[src/rtl/ps2_key_tracker_pkg.sv]
// Shared scan-code map, action-bit indices and tracker FSM encoding.
// Imported by the key tracker and by the downstream keyboard control block.
package key_map_pkg;

  localparam int NUM_ACT = 12;

  // Action-bit indices into held/press
  localparam int ACT_LP_LEFT       = 0;
  localparam int ACT_LP_RIGHT      = 1;
  localparam int ACT_LP_SWORD_UP   = 2;
  localparam int ACT_LP_SWORD_DOWN = 3;
  localparam int ACT_LP_THROW      = 4;
  localparam int ACT_LP_JUMP       = 5;
  localparam int ACT_RP_LEFT       = 6;
  localparam int ACT_RP_RIGHT      = 7;
  localparam int ACT_RP_SWORD_UP   = 8;
  localparam int ACT_RP_SWORD_DOWN = 9;
  localparam int ACT_RP_JUMP       = 10;
  localparam int ACT_RP_THROW      = 11;

  // Set-2 scan codes (the RP direction codes are only valid after E0)
  localparam logic [7:0] SC_LP_LEFT       = 8'h1C;
  localparam logic [7:0] SC_LP_RIGHT      = 8'h23;
  localparam logic [7:0] SC_LP_SWORD_UP   = 8'h1D;
  localparam logic [7:0] SC_LP_SWORD_DOWN = 8'h1B;
  localparam logic [7:0] SC_LP_THROW      = 8'h12;
  localparam logic [7:0] SC_SPACE         = 8'h29;
  localparam logic [7:0] SC_RP_LEFT       = 8'h6B;
  localparam logic [7:0] SC_RP_RIGHT      = 8'h74;
  localparam logic [7:0] SC_RP_SWORD_UP   = 8'h75;
  localparam logic [7:0] SC_RP_SWORD_DOWN = 8'h72;
  localparam logic [7:0] SC_RP_THROW      = 8'h5A;

  // Prefix bytes
  localparam logic [7:0] SC_EXT   = 8'hE0;
  localparam logic [7:0] SC_BRK   = 8'hF0;
  localparam logic [7:0] SC_PAUSE = 8'hE1;

  // Tracker FSM encoding
  localparam logic [2:0] ST_IDLE    = 3'd0;
  localparam logic [2:0] ST_EXT     = 3'd1;
  localparam logic [2:0] ST_BRK     = 3'd2;
  localparam logic [2:0] ST_EXT_BRK = 3'd3;
  localparam logic [2:0] ST_SKIP    = 3'd4;

  // Bytes remaining in a Pause sequence after its leading E1
  localparam logic [2:0] PAUSE_TAIL = 3'd7;

  // True for any byte that opens or continues a prefix sequence
  function automatic logic is_prefix(input logic [7:0] b);
    return (b == SC_EXT) || (b == SC_BRK) || (b == SC_PAUSE);
  endfunction

endpackage

[src/rtl/ps2_code_lookup.sv]
// Combinational {extended, code} -> action mask. Space maps to both jump bits.
module ps2_code_lookup
  import key_map_pkg::*;
(
  input  logic               i_ext,
  input  logic [7:0]         i_code,
  output logic [NUM_ACT-1:0] o_mask
);

  // Decode the extended flag and code together so E0-qualified keys stay distinct
  always_comb begin
    o_mask = '0;
    case ({i_ext, i_code})
      {1'b0, SC_LP_LEFT}:       o_mask[ACT_LP_LEFT]       = 1'b1;
      {1'b0, SC_LP_RIGHT}:      o_mask[ACT_LP_RIGHT]      = 1'b1;
      {1'b0, SC_LP_SWORD_UP}:   o_mask[ACT_LP_SWORD_UP]   = 1'b1;
      {1'b0, SC_LP_SWORD_DOWN}: o_mask[ACT_LP_SWORD_DOWN] = 1'b1;
      {1'b0, SC_LP_THROW}:      o_mask[ACT_LP_THROW]      = 1'b1;
      {1'b0, SC_SPACE}: begin
        o_mask[ACT_LP_JUMP] = 1'b1;
        o_mask[ACT_RP_JUMP] = 1'b1;
      end
      {1'b0, SC_RP_THROW}:      o_mask[ACT_RP_THROW]      = 1'b1;
      {1'b1, SC_RP_LEFT}:       o_mask[ACT_RP_LEFT]       = 1'b1;
      {1'b1, SC_RP_RIGHT}:      o_mask[ACT_RP_RIGHT]      = 1'b1;
      {1'b1, SC_RP_SWORD_UP}:   o_mask[ACT_RP_SWORD_UP]   = 1'b1;
      {1'b1, SC_RP_SWORD_DOWN}: o_mask[ACT_RP_SWORD_DOWN] = 1'b1;
      default:                  o_mask = '0;
    endcase
  end

endmodule

[src/rtl/ps2_key_tracker.sv]
// PS/2 set-2 scan-code tracker: decodes make/break/extended/pause sequences
// into a held-key bitmap with press pulses, and abandons stale prefixes.
module ps2_key_tracker
  import key_map_pkg::*;
#(
  parameter int PREFIX_TIMEOUT = 2_000_000
)(
  input  logic               clk_50MHz,
  input  logic               rst,
  input  logic [7:0]         rx_byte,
  input  logic               rx_valid,
  input  logic               clr,
  output logic [NUM_ACT-1:0] held,
  output logic [NUM_ACT-1:0] press,
  output logic               seq_err
);

  localparam int CNT_W = (PREFIX_TIMEOUT > 2) ? $clog2(PREFIX_TIMEOUT) : 1;
  localparam logic [CNT_W-1:0] CNT_LAST = CNT_W'(PREFIX_TIMEOUT - 1);

  logic [2:0]         r_state;
  logic [CNT_W-1:0]   r_cnt;
  logic [2:0]         r_skip;
  logic [NUM_ACT-1:0] r_held;
  logic [NUM_ACT-1:0] r_press;
  logic               r_seq_err;

  logic [2:0]         w_state_nxt;
  logic [CNT_W-1:0]   w_cnt_nxt;
  logic [2:0]         w_skip_nxt;
  logic [NUM_ACT-1:0] w_held_nxt;
  logic               w_err_nxt;
  logic               w_ext;
  logic [NUM_ACT-1:0] w_mask;

  assign w_ext = (r_state == ST_EXT) || (r_state == ST_EXT_BRK);

  ps2_code_lookup u_lookup (
    .i_ext  (w_ext),
    .i_code (rx_byte),
    .o_mask (w_mask)
  );

  // Next-state decode: clr beats a byte, a byte beats the prefix timeout
  always_comb begin
    w_state_nxt = r_state;
    w_cnt_nxt   = r_cnt;
    w_skip_nxt  = r_skip;
    w_held_nxt  = r_held;
    w_err_nxt   = 1'b0;
    if (clr) begin
      w_state_nxt = ST_IDLE;
      w_cnt_nxt   = '0;
      w_skip_nxt  = '0;
      w_held_nxt  = '0;
    end else if (rx_valid) begin
      w_cnt_nxt = '0;
      case (r_state)
        ST_IDLE: begin
          if (rx_byte == SC_EXT) begin
            w_state_nxt = ST_EXT;
          end else if (rx_byte == SC_BRK) begin
            w_state_nxt = ST_BRK;
          end else if (rx_byte == SC_PAUSE) begin
            w_state_nxt = ST_SKIP;
            w_skip_nxt  = PAUSE_TAIL;
          end else begin
            w_held_nxt = r_held | w_mask;
          end
        end
        ST_EXT: begin
          if (rx_byte == SC_BRK) begin
            w_state_nxt = ST_EXT_BRK;
          end else if (is_prefix(rx_byte)) begin
            w_state_nxt = ST_IDLE;
            w_err_nxt   = 1'b1;
          end else begin
            w_state_nxt = ST_IDLE;
            w_held_nxt  = r_held | w_mask;
          end
        end
        ST_BRK, ST_EXT_BRK: begin
          w_state_nxt = ST_IDLE;
          if (is_prefix(rx_byte)) begin
            w_err_nxt = 1'b1;
          end else begin
            w_held_nxt = r_held & ~w_mask;
          end
        end
        ST_SKIP: begin
          if (r_skip <= 3'd1) begin
            w_state_nxt = ST_IDLE;
            w_skip_nxt  = '0;
          end else begin
            w_skip_nxt = r_skip - 3'd1;
          end
        end
        default: begin
          w_state_nxt = ST_IDLE;
          w_skip_nxt  = '0;
        end
      endcase
    end else if (r_state != ST_IDLE) begin
      if (r_cnt == CNT_LAST) begin
        w_state_nxt = ST_IDLE;
        w_cnt_nxt   = '0;
        w_skip_nxt  = '0;
        w_err_nxt   = 1'b1;
      end else begin
        w_cnt_nxt = r_cnt + CNT_W'(1);
      end
    end else begin
      w_cnt_nxt = '0;
    end
  end

  // Register FSM, counters, held bitmap and the one-cycle pulses
  always_ff @(posedge clk_50MHz or posedge rst) begin
    if (rst) begin
      r_state   <= ST_IDLE;
      r_cnt     <= '0;
      r_skip    <= '0;
      r_held    <= '0;
      r_press   <= '0;
      r_seq_err <= 1'b0;
    end else begin
      r_state   <= w_state_nxt;
      r_cnt     <= w_cnt_nxt;
      r_skip    <= w_skip_nxt;
      r_held    <= w_held_nxt;
      r_press   <= w_held_nxt & ~r_held;
      r_seq_err <= w_err_nxt;
    end
  end

  assign held    = r_held;
  assign press   = r_press;
  assign seq_err = r_seq_err;

endmodule

[config.mk]
export PLATFORM = sky130hd
export DESIGN_NAME = ps2_key_tracker
export DESIGN_NICKNAME = d
export VERILOG_FILES = /design/src/rtl/ps2_key_tracker_pkg.sv /design/src/rtl/ps2_code_lookup.sv /design/src/rtl/ps2_key_tracker.sv
export SDC_FILE = /design/constraint.sdc
export NUM_CORES = 1
export LEC_CHECK = 0
export ABC_CLOCK_PERIOD_IN_PS = 1600
export CORE_MARGIN = 1
export CORE_UTILIZATION = 50
export DETAILED_ROUTE_END_ITERATION = 12
export PLACE_DENSITY = 0.85
export REMOVE_ABC_BUFFERS = 1
export SLEW_MARGIN = 20
export SYNTH_ARGS = -nofsm -noshare
export SYNTH_HDL_FRONTEND = slang
export SYNTH_SLANG_ARGS = --single-unit
[constraint.sdc]
create_clock -name clk_50MHz -period 1.6 [get_ports clk_50MHz]
set_input_delay 0.16 -clock clk_50MHz [delete_from_list [all_inputs] [get_ports clk_50MHz]]
set_output_delay 0.16 -clock clk_50MHz [all_outputs]
set_load 0.1 [all_outputs]
==> results.txt <==
Summed over all layers, the global routing overflow is 0. The clock buffer count from CTS came out at 5. The detailed router's first-iteration violation count came out at 496.

The fraction of final layout cells sized beyond drive strength 1 came out at 0.465. The clock insertion delay at the later pin of the skew report is 320 ps. At the pin with the least slew margin, the transition time is a little under 500 ps.

For this run, the top clock speed supported by timing is 505 MHz. In the finished design, the share of the clock period the worst path needs comes to 1.24. TritonCTS built the clock tree. The floorplan step set the die height to 77.7 um.

In this run, distinct cell masters in the synthesized netlist total between 60 and 70. Leaving out fill and tap cells, the most frequent cell in the layout is buf_4. Setup repair after global routing could not meet its margin everywhere.

The checks that failed: negative setup slack. The total routing usage reported by global routing came out at 0.336. Entering global routing, the biggest net connects 21 pins. Clock tree synthesis selected as its root buffer the cell clkbuf_8. For this design the ratio of total power to cell area is roughly 540 nW/um^2.

The number of top-level design ports came out at 37. The fraction of the yosys area taken by sequential cells is 0.455. The total wire length came out at 12,000 um.

The number of hold-slack violations in the final timing report is 0. The count of nets left with antenna violations once routing finished came out at 0. The number of cells on the worst reg-to-reg path is 3. The max-slew violation count is 0.

The post-CTS clock slew at the launch and capture registers of the worst setup and hold paths came out at 100 ps. The class of the most critical hold timing path is in2async. In the layout the commonest cells are 77 x buf_4, 49 x dfrtp_1, 27 x buf_12. Along the worst path, the maximum fanout reaches 3. Fill cells in the final layout number 223. The run finished, with violations left. The overall via count from detail_route came out at 3,347. The placeable core region came out at 5510 um^2. The cell area that synthesis handed to floorplanning was 2860 um^2. The synthesized area per cell is 9.67 um^2. The slack of the critical path is -378 ps. The internal power contribution came out at 0.00189 W. The count of synthesis-stage warnings from yosys is 0. The worst ir drop on vdd came out at slightly below 0.4 mV. The number of inserted diodes came out at 0. The wire length per cell came out at 24.8 um. The detailed-route vias per instance is 6.90. During placement, the flow inserted port buffers numbering 36. The switching power is roughly 0.0006 W.

The H-tree depth came out at 2. Among the stages of the critical path, the cell type that occurs most often is or4_4. The post-synthesis instance total came out at 296. The via count of the first global-routing pass is ~3,100.

The element type at the critical path start is a register. The first global-routing pass estimated approximately 15,000 um of wire. The minimum period implied by the final worst setup slack came out at around 2000 ps. In this run, synthesis inferred 0 flip-flops with an integrated enable. The number of antenna violations at the first check in global routing is 0.

The worst clock skew came out at 13.5 ps. On the critical path, the stage with the largest delay is an instance of or4_4. The area of the die came out at 6030 um^2. In the final design database the tool counted 426 nets. The final instance area is 4640 um^2. The share of synthesized registers carrying an async set or reset came out at 1.00. The largest single stage delay on the critical path is 580 ps. The setup slack after placement is -593 ps. The synthesized design contains 52 register bits.

Counting every sink on the clock net gives between 50 and 60. The total half-perimeter wirelength after legalization and detailed placement is 6360 um. Of the total power, the share spent switching nets is 0.244. The total power is 0.00250 W. STA puts the critical path data required time at 1800 ps. For this design the static power due to leakage is 1.91 nW. The synthesis-to-finish area growth came out at 62.2%.

The share of power burned in registers is 0.526. The longest clock path from root to sink contains 2 buffers. The final setup violation count is 37.

The number of detailed-route iterations in the first pass came out at 7. The part of the total power dissipated in the clock network came out at 0.367. The primary flip-flop cell chosen by synthesis mapping is dfrtp_1. The capturing element type of the critical path is a register. The setup path with the least slack is of type reg2reg. The number of DRC violations after detailed routing came out at 0.

The part of the power in combinational logic came out at 0.107. The critical path goes through or4_4 -> or4_4 -> nor4b_2. The count of max-cap constraint violations came out at 0. The floorplan die width is ~78 um. The effective utilization at floorplan came out at 0.520. In this run the cell area measured after placement is 4040 um^2. The routability congestion estimate from global placement is 0.923. The data arrival time of the critical path came out at 2180 ps.

The row count is 27. The remaining max-slew budget at the tightest pin came out at 0.669.
critical path, delay by kind of cell (launching register included):
family | cells | cell delay (ps)
flops | 1 | 430
simple gates | 3 | 1440
layer usage:
layer / wire [um] / GRT usage
met5: 0 / 0
met4: 828 / 0.170
met3: 1110 / 0.0576
met2: 5640 / 0.588
met1: 4430 / 0.396
what timing repair did:
item / CTS / global route
endpoints found under the setup margin: 48 / 43
hold buffers: 0 / 0
buffers inserted: 6 / 12
pin swaps: 11 / 22
cloned: 1 / 0
gates resized for setup: 37 / 54
path summary, 6_finish.rpt:
check,from,endpoint,slack [ps]
min in group clk_50MHz,rx_byte[3],press[2]$_DFF_PP0_,400
hold reg to reg,held[3]$_DFF_PP0_,press[3]$_DFF_PP0_,550
setup reg to reg,r_state[1]$_DFFE_PP0P_,press[10]$_DFF_PP0_,-380
hold / removal,rst,seq_err$_DFF_PP0_,150
setup / recovery,r_state[1]$_DFFE_PP0P_,press[10]$_DFF_PP0_,-380
max in group asynchronous,rst,r_state[2]$_DFFE_PP0P_,990
cell families after synthesis:
group	Yosys count	synth area share
AND/OR/NAND/NOR	137	0.293
adder cells (fa/ha/maj)	2	0.00874
buffers and inverters	33	0.0524
flip-flops	52	0.455
XOR/XNOR	13	0.0398
AO/OA/AOI/OAI	59	0.151
through the flow:
| stage | util | TNS, ps | std cells | hold slack (ps) |
|---|---|---|---|---|
| after floorplan | - | -9870 | 279 | 223 |
| after global placement | 0.733 | -12980 | 459 | 490 |
| after detailed placement | 0.733 | -15060 | 459 | 488 |
| after CTS | 0.784 | -2220 | 474 | 162 |
| after global routing | 0.843 | -6190 | 485 | 180 |
| final | 0.843 | -4680 | 485 | 147 |
Yosys cell counts (3+ instances only):
library cell | count | area share
nor4b_1 | 4 | 0.012
nand3_1 | 12 | 0.021
nand2b_1 | 4 | 0.0087
o31ai_1 | 6 | 0.016
nor2b_1 | 8 | 0.017
or4_1 | 4 | 0.010
o21ai_0 | 8 | 0.014
inv_1 | 16 | 0.021
nand3b_1 | 3 | 0.0079
or3_1 | 6 | 0.013
nor3_1 | 5 | 0.0087
nor2_1 | 24 | 0.031
a311o_1 | 3 | 0.010
nand4_1 | 15 | 0.033
buf_2 | 5 | 0.0087
dfrtp_1 | 52 | 0.45
a21oi_1 | 11 | 0.019
clkbuf_1 | 8 | 0.010
and4_1 | 4 | 0.012
xor2_1 | 9 | 0.028
xnor2_1 | 4 | 0.012
nand2_1 | 15 | 0.020
o21ba_2 | 3 | 0.010
and3_1 | 4 | 0.0087
nor4_1 | 8 | 0.017
o41ai_1 | 3 | 0.0092
o211ai_1 | 7 | 0.018
cell type report:
class | count | area, um^2 | share of cell area
repair buffers | 126 | 1350 | 0.291
inverters | 16 | 60.1 | 0.0129
well taps | 72 | 90.1 | 0.0194
clock inverters | 2 | 35.0 | 0.00755
flip-flops and latches | 52 | 1310 | 0.281
clock buffers | 6 | 72.6 | 0.0156
multi-input cells | 211 | 1730 | 0.372
power by group through the flow:
stage	Sequential, W	Clock [W]	Combinational, W
finish	0.00132	0.000917	0.000269
floorplan	0.00135	0	0.0000686
detailed placement	0.00134	0	0.000221
CTS	0.00132	0.000897	0.000231
global placement	0.00134	0	0.000213
global route	0.00132	0.000964	0.000280
sequential cells by signal (all words and copies together), names as in the netlist:
name     count
r_cnt       21
press       12
r_skip       3
r_state      3
seq_err      1
held        12
Power figures use the tool's default switching activity.
